`src/rtl/branch_predictor.sv`:
```
// branch_predictor: dynamic branch direction predictor.
//
// A table of 2-bit saturating counters indexed by PC[INDEX_BITS+1:2] is looked
// up combinationally for the instruction in IF and trained from branch
// resolution in EX. After reset or a clear request the block walks the whole
// table writing INIT_STATE, one entry per cycle, before reporting ready.
// It also keeps saturating branch and misprediction statistics.
//
// Ports:
//   clk               clock, rising edge
//   reset             asynchronous active-high reset
//   clear             one-cycle request to re-initialise the table
//   IF_PC, IF_opcode  instruction being fetched (branch opcode = 4'b0010)
//   prediction        predicted direction for IF_PC (1 = taken)
//   ready             table valid (RUN state), registered
//   update            one-cycle pulse: a branch resolved in EX
//   EX_PC             PC of the resolved branch
//   EX_condFlag       actual direction of the resolved branch
//   correct           resolver judged the prediction correct
//   branch_count      accepted updates (saturating)
//   mispredict_count  accepted updates with correct = 0 (saturating)

module branch_predictor #(
    parameter int unsigned DBITS      = 32,
    parameter int unsigned INDEX_BITS = 4,
    parameter logic [1:0]  INIT_STATE = 2'b01,
    parameter int unsigned CNT_BITS   = 16
) (
    input  logic                clk,
    input  logic                reset,
    input  logic                clear,
    input  logic [DBITS-1:0]    IF_PC,
    input  logic [3:0]          IF_opcode,
    output logic                prediction,
    output logic                ready,
    input  logic                update,
    input  logic [DBITS-1:0]    EX_PC,
    input  logic                EX_condFlag,
    input  logic                correct,
    output logic [CNT_BITS-1:0] branch_count,
    output logic [CNT_BITS-1:0] mispredict_count
);

    localparam int unsigned ENTRIES = 1 << INDEX_BITS;
    localparam logic [3:0] OP_BRANCH = 4'b0010;
    localparam logic [INDEX_BITS-1:0] LAST_IDX = INDEX_BITS'(ENTRIES - 1);
    localparam logic [CNT_BITS-1:0] CNT_MAX = {CNT_BITS{1'b1}};

    localparam logic [0:0] S_INIT = 1'b0;
    localparam logic [0:0] S_RUN  = 1'b1;

    logic [0:0]            state_q, state_d;
    logic [INDEX_BITS-1:0] ptr_q, ptr_d;
    logic                  ready_q;
    logic [1:0]            table_q [ENTRIES];
    logic [CNT_BITS-1:0]   branch_count_q, mispredict_count_q;

    logic [INDEX_BITS-1:0] rd_idx, ex_idx;
    logic [1:0]            ex_ctr, trained_ctr, rd_ctr;
    logic                  accept;

    logic                  tbl_we;
    logic [INDEX_BITS-1:0] tbl_widx;
    logic [1:0]            tbl_wdata;

    // PC bits outside the index field are intentionally ignored.
    logic unused_pc_bits;
    assign unused_pc_bits = ^{IF_PC[DBITS-1:INDEX_BITS+2], IF_PC[1:0],
                              EX_PC[DBITS-1:INDEX_BITS+2], EX_PC[1:0]};

    assign rd_idx = IF_PC[INDEX_BITS+1:2];
    assign ex_idx = EX_PC[INDEX_BITS+1:2];

    // An update is only honoured in RUN, and a simultaneous clear drops it.
    assign accept = (state_q == S_RUN) && update && !clear;

    // Saturating counter step for the entry being trained.
    always_comb begin
        ex_ctr = table_q[ex_idx];
        trained_ctr = ex_ctr;
        if (EX_condFlag) begin
            if (ex_ctr != 2'b11) trained_ctr = ex_ctr + 2'd1;
        end else begin
            if (ex_ctr != 2'b00) trained_ctr = ex_ctr - 2'd1;
        end
    end

    // Write-to-read bypass: a same-index lookup sees the freshly trained value.
    always_comb begin
        rd_ctr = table_q[rd_idx];
        if (accept && (ex_idx == rd_idx)) rd_ctr = trained_ctr;
    end

    assign prediction = ready_q && (IF_opcode == OP_BRANCH) && rd_ctr[1];
    assign ready = ready_q;

    // Next-state: INIT walks the pointer and hands over to RUN on the same
    // edge that writes the last entry, so INIT lasts exactly ENTRIES cycles.
    always_comb begin
        state_d = state_q;
        ptr_d   = ptr_q;
        if (state_q == S_INIT) begin
            if (clear) begin
                ptr_d = '0;
            end else if (ptr_q == LAST_IDX) begin
                state_d = S_RUN;
                ptr_d   = '0;
            end else begin
                ptr_d = ptr_q + INDEX_BITS'(1);
            end
        end else begin
            if (clear) begin
                state_d = S_INIT;
                ptr_d   = '0;
            end
        end
    end

    always_ff @(posedge clk or posedge reset) begin
        if (reset) begin
            state_q <= S_INIT;
            ptr_q   <= '0;
            ready_q <= 1'b0;
        end else begin
            state_q <= state_d;
            ptr_q   <= ptr_d;
            ready_q <= (state_d == S_RUN);
        end
    end

    // Table write port: initialisation fill or training.
    always_comb begin
        tbl_we    = 1'b0;
        tbl_widx  = ex_idx;
        tbl_wdata = trained_ctr;
        if (state_q == S_INIT) begin
            tbl_we    = 1'b1;
            tbl_widx  = ptr_q;
            tbl_wdata = INIT_STATE;
        end else if (accept) begin
            tbl_we = 1'b1;
        end
    end

    // Table storage has no reset; INIT overwrites every entry.
    always_ff @(posedge clk) begin
        if (tbl_we) table_q[tbl_widx] <= tbl_wdata;
    end

    always_ff @(posedge clk or posedge reset) begin
        if (reset) begin
            branch_count_q     <= '0;
            mispredict_count_q <= '0;
        end else if (accept) begin
            if (branch_count_q != CNT_MAX) begin
                branch_count_q <= branch_count_q + CNT_BITS'(1);
            end
            if (!correct && (mispredict_count_q != CNT_MAX)) begin
                mispredict_count_q <= mispredict_count_q + CNT_BITS'(1);
            end
        end
    end

    assign branch_count     = branch_count_q;
    assign mispredict_count = mispredict_count_q;

endmodule

```
`config.mk`:
```
export PLATFORM = sky130hd
export DESIGN_NAME = branch_predictor
export DESIGN_NICKNAME = d
export VERILOG_FILES = /design/src/rtl/branch_predictor.sv
export SDC_FILE = /design/constraint.sdc
export NUM_CORES = 1
export LEC_CHECK = 0
export ABC_AREA = 1
export BUFFER_PORTS_ARGS = -buffer_cell sky130_fd_sc_hd__buf_2
export CAP_MARGIN = 20
export CORE_MARGIN = 2
export CORE_UTILIZATION = 52
export CTS_CLUSTER_SIZE = 28
export DETAILED_ROUTE_END_ITERATION = 8
export PLACE_DENSITY_LB_ADDON = 0.1
export RECOVER_POWER = 50
export SLEW_MARGIN = 20
export SYNTH_ARGS = -nofsm -noshare
export SYNTH_HDL_FRONTEND = slang
export SYNTH_SLANG_ARGS = --single-unit
```
`constraint.sdc`:
```
create_clock -name clk -period 2 [get_ports clk]
set_clock_uncertainty 0.1 [all_clocks]
set_input_delay 0.2 -clock clk [delete_from_list [all_inputs] [get_ports clk]]
set_output_delay 0.2 -clock clk [all_outputs]
set_load 0.1 [all_outputs]
```
* Word-level counts from Yosys, hierarchy flattened
Memories as Yosys holds them, arrays and structs flattened.
Cells that the tools add are included.
** Word-level totals
- Bits in registers :: 37
- Latch bits :: 0
- Memory bits (writable) :: 32
- Bits in read-only memories :: 0
- Bits of input ports :: 74
- Output and inout bits :: 34
- Memories :: 1
** Operators by class
- Add/subtract/negate cells :: 5
- $mul :: 0
- Div/mod/pow operators :: 0
- Order comparisons :: 0
- Eq/ne operators :: 7
- Shifts and indexed selects :: 0
- Multiplexer cells :: 18
- Bitwise gates (word level) :: 0
- Reductions and logical operators :: 11
** Memories
- table_q :: words 16, width 2, rd ports 2, clocked after Yosys merged registers in 0, write ports 1, RTL line 55 : logic [1:0] table_q [ENTRIES];
** Operators with widths (count)
- adder 16 x 1 -> 16 bit (second input constant) :: 2
- != test 16 bit (second input constant) :: 2
- 2-to-1 mux 4 bit :: 5
- 2-to-1 mux 2 bit :: 5
- 2-to-1 mux 1 bit :: 8
- logical AND 1 bit :: 6
- adder 4 x 1 -> 4 bit (second input constant) :: 1
- == test 4 x 2 -> 1 bit (second input constant) :: 1
- == test 4 bit :: 1
- == test 4 bit (second input constant) :: 1
- != test 2 bit (second input constant) :: 2
- AND reduction 2 bit :: 2
- adder 2 x 1 -> 2 bit (second input constant) :: 1
- logical NOT 1 bit :: 2
- nonzero test 2 bit :: 1
- subtractor 2 x 1 -> 2 bit (second input constant) :: 1

* Depth between registers and ports, before layout
- Word-level depth :: 6
- Gate-level depth with buffers :: 12
- Depth with buffers taken out :: 11

* Worst setup path before layout
OpenSTA, ideal clock, no wires.
- Path type :: register to output
- Start point :: register ready_q, in the netlist ready
- End point :: output port prediction
- Arrival :: 3042 ps
- Required time :: 1700 ps
- Path slack :: -1342 ps
- Cell stages (with the launch flop) :: 9
- Path buffers :: 0
- Cell sequence :: dfrtp_1 -> inv_2 -> nor2_4 -> nand2_2 -> inv_2 -> nand2_1 -> nand2_1 -> o21ai_0 -> a21oi_1
** Between the ends
- Longest elaborated chain between the ends :: 5
- Elaborated cells between the ends (all ways) :: 6
- Classes of those cells :: 1 x mux; 5 x reduce/logical
** Ends and longest elaborated chain
- from (decl) :: RTL line 54 : logic ready_q;
- from (signal assigned) :: RTL line 127 : ready_q <= (state_d == S_RUN);
- logical AND 1 bit (3 in series)
- 2-to-1 mux 2 bit
- logical AND 1 bit * :: RTL line 94 : assign prediction = ready_q && (IF_opcode == OP_BRANCH) && rd_ctr[1];
- to (decl) :: RTL line 34 : output logic prediction,
Every way passes the cells marked *; elsewhere a longest branch is shown, timed or not.

==> out/qor.tcl <==
set qor(effective_utilization_at_floorplan) 0.533
set qor(max_cap_violations) 0
set qor(layout_commonest_cell) {sky130_fd_sc_hd__nand2_1}
set qor(cts.htree.levels) 3
set qor(top_level_ports) 108
set qor(grt_pass1_vias) 2868
set qor(setup.worst_path.class) {register to output port}
set qor(dpl_worst_slack_ns) -0.373
set qor(final_antenna_net_count) 0
set qor(die_h_um) 87.0
set qor(die_ar_mm2) 0.00757
set qor(hp-class) {primary input to register}
set qor(root_buffer) {sky130_fd_sc_hd__clkbuf_8}
set qor(finish.net_count) 574
set qor(synth-seq-area-share) 0.527
set qor(syn_area_per_cell_um2) 8.83
set qor(synth.distinct_cells) 32
set qor(worstReg2RegEnd) {branch_count[14]$_DFFE_PP0P_}
set qor(globalRouteTotalUtil) 0.220
set qor(design.core.area_mm2) 0.00672
set qor(synthAdderAreaFrac) 0.0105
set qor(grt-ovfl-total) 0
set qor(fmax_mhz) 469
set qor(cts.reportedPaths.clkPinSlew_ns) 0.07
set qor(post_synth_xor_area_fraction) 0.0831
set qor(final-setup-viol-count) 3
set qor(drv_slew) 0
set qor(run_status) {finished with violations}
set qor(rsz0062_at_grt) {yes}
set qor(grt_antenna_before_repair) 0
set qor(crit_required_ns) 1.70
set qor(grt_pass1_wl_um) 12900
set qor(synth_compound_area_frac) 0.0485
set qor(clockBufferDepth) 2
set qor(dr_vias_cell) 5.20
set qor(path_max_fanout) 2
set qor(clk_latency_ns) 0.35
set qor(fin_crit_sh) 1.07
set qor(first_iter_violations) 166
set qor(layout_common_cells) {sky130_fd_sc_hd__nand2_1 (92), sky130_fd_sc_hd__inv_1 (46), sky130_fd_sc_hd__nor2_1 (37), sky130_fd_sc_hd__clkbuf_2 (34), sky130_fd_sc_hd__edfxtp_1 (32)}
set qor(muxShareOfSynthArea) 0
set qor(failing_checks) {negative setup slack}
set qor(basic_gate_share_of_the_synthesized_area_counting_and_or_nand_and_nor_cells) 0.263
set qor(filler_cell_count) 536
set qor(cp-end-kind) {output port}
set qor(final_critical_path_setup_slack_ns) -0.134
set qor(rr_startpoint) {branch_count[0]$_DFFE_PP0P_}
set qor(total_power_uw) 3090
set qor(route.detailed.wl_per_inst_um) 13.7
set qor(layout-area-overhead-vs-synth_pct) 27.8
set qor(wp_data_arrival_ns) 1.83
set qor(dr.pass1.iters) 4
set qor(reg2reg_depth) 10
set qor(slew-limit-headroom) 0.394
set qor(drive_gt1_frac) 0.355
set qor(antenna_cells) 0
set qor(io_buffer_count) 51
set qor(numClockSinks) 69
set qor(postSynthRegisterBits) 69
set qor(pwr_density_cell_mw_per_mm2) 676
set qor(endpoint_of_the_worst_hold_timing_path) {ptr_q[1]$_DFFE_PP0P_}
set qor(numCtsBuffers) 9
set qor(min_delay_path_depth) 4
set qor(vias) 3026
set qor(syn-num-nets) 483
set qor(drc_violations) 0
set qor(syn_inst) 406
set qor(wirelength_um) 7990
set qor(tightest_slew_ns) 0.908
set qor(worstSetupStartpointType) {register}
set qor(cts_tree) {done}
set qor(yosysWarnings) 0
set qor(power.leakage_uw) 0.00212
set qor(place.detailed.instances) 557
set qor(rows) 30
set qor(dpl.hpwl_um) 5720
set qor(main_combinational_cell_family_by_area_after_synthesis) {simple AND/OR/NAND/NOR gates}
set qor(r2r_slack_ns) -0.02
set qor(period_minus_slack_ns) 2.13
set qor(worst_hold_startpoint) {clear}
set qor(fp.dieW_um) 87.0
set qor(hold_viol_final) 0
set qor(grt_start_max_net_pins) 38
set qor(netlist_area_mm2) 0.00358
set qor(peak_supply_drop_uv) 490
set qor(count_of_non_filler_cells_in_the_finished_layout) 582
set qor(gp_routability_congestion) 0.861
set qor(hold-worst-slack_ns) 0.0644
==> cells in the mapped netlist (all sizes together) <==
cell type,instances,area share
nand2,105,0.12
inv,53,0.056
nor2,40,0.047
nand3,39,0.056
dfrtp,37,0.26
edfxtp,32,0.27
o21ai,19,0.027
xnor2,18,0.044
xor2,16,0.039
a21oi,11,0.015
nand4,8,0.017
nor3,8,0.014
buf,6,0.010
ha,3,0.010
nand3b,3,0.0063
clkbuf,2,0.0021
nor4,2,0.0035
a31oi,1,0.0017
a32o,1,0.0028
nor3b,1,0.0021
o211ai,1,0.0021
==> state kept, by name, indices dropped and copies added (netlist names) <==
register / flops
mispredict_count: 16
branch_count: 16
ready: 1
table_q: 32
ptr_q: 4
==> cell type report <==
type	instances	area, um2	area share
clock buffers	9	124	0.0271
clock inverters	7	100	0.0219
inverters	53	203	0.0443
multi-input cells	276	1550	0.339
flip-flops and latches	69	1930	0.423
well taps	80	100	0.0219
repair buffers	88	564	0.123
==> worst max-delay path, cell delays in order, from the launching register on <==
cell,delay [ns]
sky130_fd_sc_hd__edfxtp_1,0.37
sky130_fd_sc_hd__inv_2,0.06
sky130_fd_sc_hd__o21ai_2,0.10
sky130_fd_sc_hd__nand2_1,0.07
sky130_fd_sc_hd__nand3_2,0.09
sky130_fd_sc_hd__nand3_2,0.08
sky130_fd_sc_hd__nand2_2,0.08
sky130_fd_sc_hd__nand2_2,0.06
sky130_fd_sc_hd__nand2_2,0.07
sky130_fd_sc_hd__nand2_2,0.06
sky130_fd_sc_hd__buf_6,0.12
sky130_fd_sc_hd__a21oi_4,0.13
sky130_fd_sc_hd__buf_12,0.18
==> timing repair <==
action                                  CTS  global route
endpoints found under the setup margin   17            17
endpoints found under the hold margin    38             0
buffers inserted                          2             6
gates resized for setup                   6            32
hold buffers                              2             0
cloned                                    0             0
pin swaps                                 6            14
==> worst max-delay path by stage <==
stage                                 start                 endpoint  slack (ns)  cells past startpoint
floorplan                   ready$_DFF_PP0_               prediction      -0.001                      8
global placement                   EX_PC[2]  table_q[1][1]$_DFFE_PP_       -0.21                     12
detailed placement                 EX_PC[2]  table_q[1][1]$_DFFE_PP_       -0.37                     12
CTS                 table_q[6][1]$_DFFE_PP_               prediction       -0.16                     12
global route        table_q[4][1]$_DFFE_PP_               prediction       -0.26                     12
finish              table_q[6][1]$_DFFE_PP_               prediction       -0.13                     12
==> logic make-up (layout without fill, tap and decap cells) <==
| family | after synthesis | after routing |
|---|---|---|
| flip-flops | 69 | 69 |
| AND/OR/NAND/NOR | 206 | 206 |
| XOR/XNOR | 34 | 34 |
| AO/OA/AOI/OAI | 33 | 33 |
| buffers and inverters | 61 | 157 |
| adder cells (fa/ha/maj) | 3 | 3 |
==> per-layer routing <==
layer / share of wire / vias to the layer above / GRT usage / routed length, um
met5: 0 / - / 0 / 0
met4: 0.012 / 0 / 0.0795 / 93
met2: 0.48 / 65 / 0.357 / 3840
met1: 0.46 / 1453 / 0.291 / 3700
li1: - / 1498 / - / -
met3: 0.044 / 10 / 0.0483 / 350
==> per-stage QoR <==
step                cell area (um2)  TNS [ns]  utilization
detailed placement             4190     -5.96        0.624
global route                   4580    -0.719        0.681
global placement               4190     -3.33        0.624
CTS                            4470    -0.165        0.665
finish                         4580    -0.172        0.681
floorplan                      3640  -0.00142            -
==> where the power goes <==
part,switching (uW),total (uW),internal [uW]
Combinational,209,323,114
Clock,551,1260,704
Sequential,15.6,1510,1500
Total,776,3090,2320
Power figures use the tool's default switching activity.
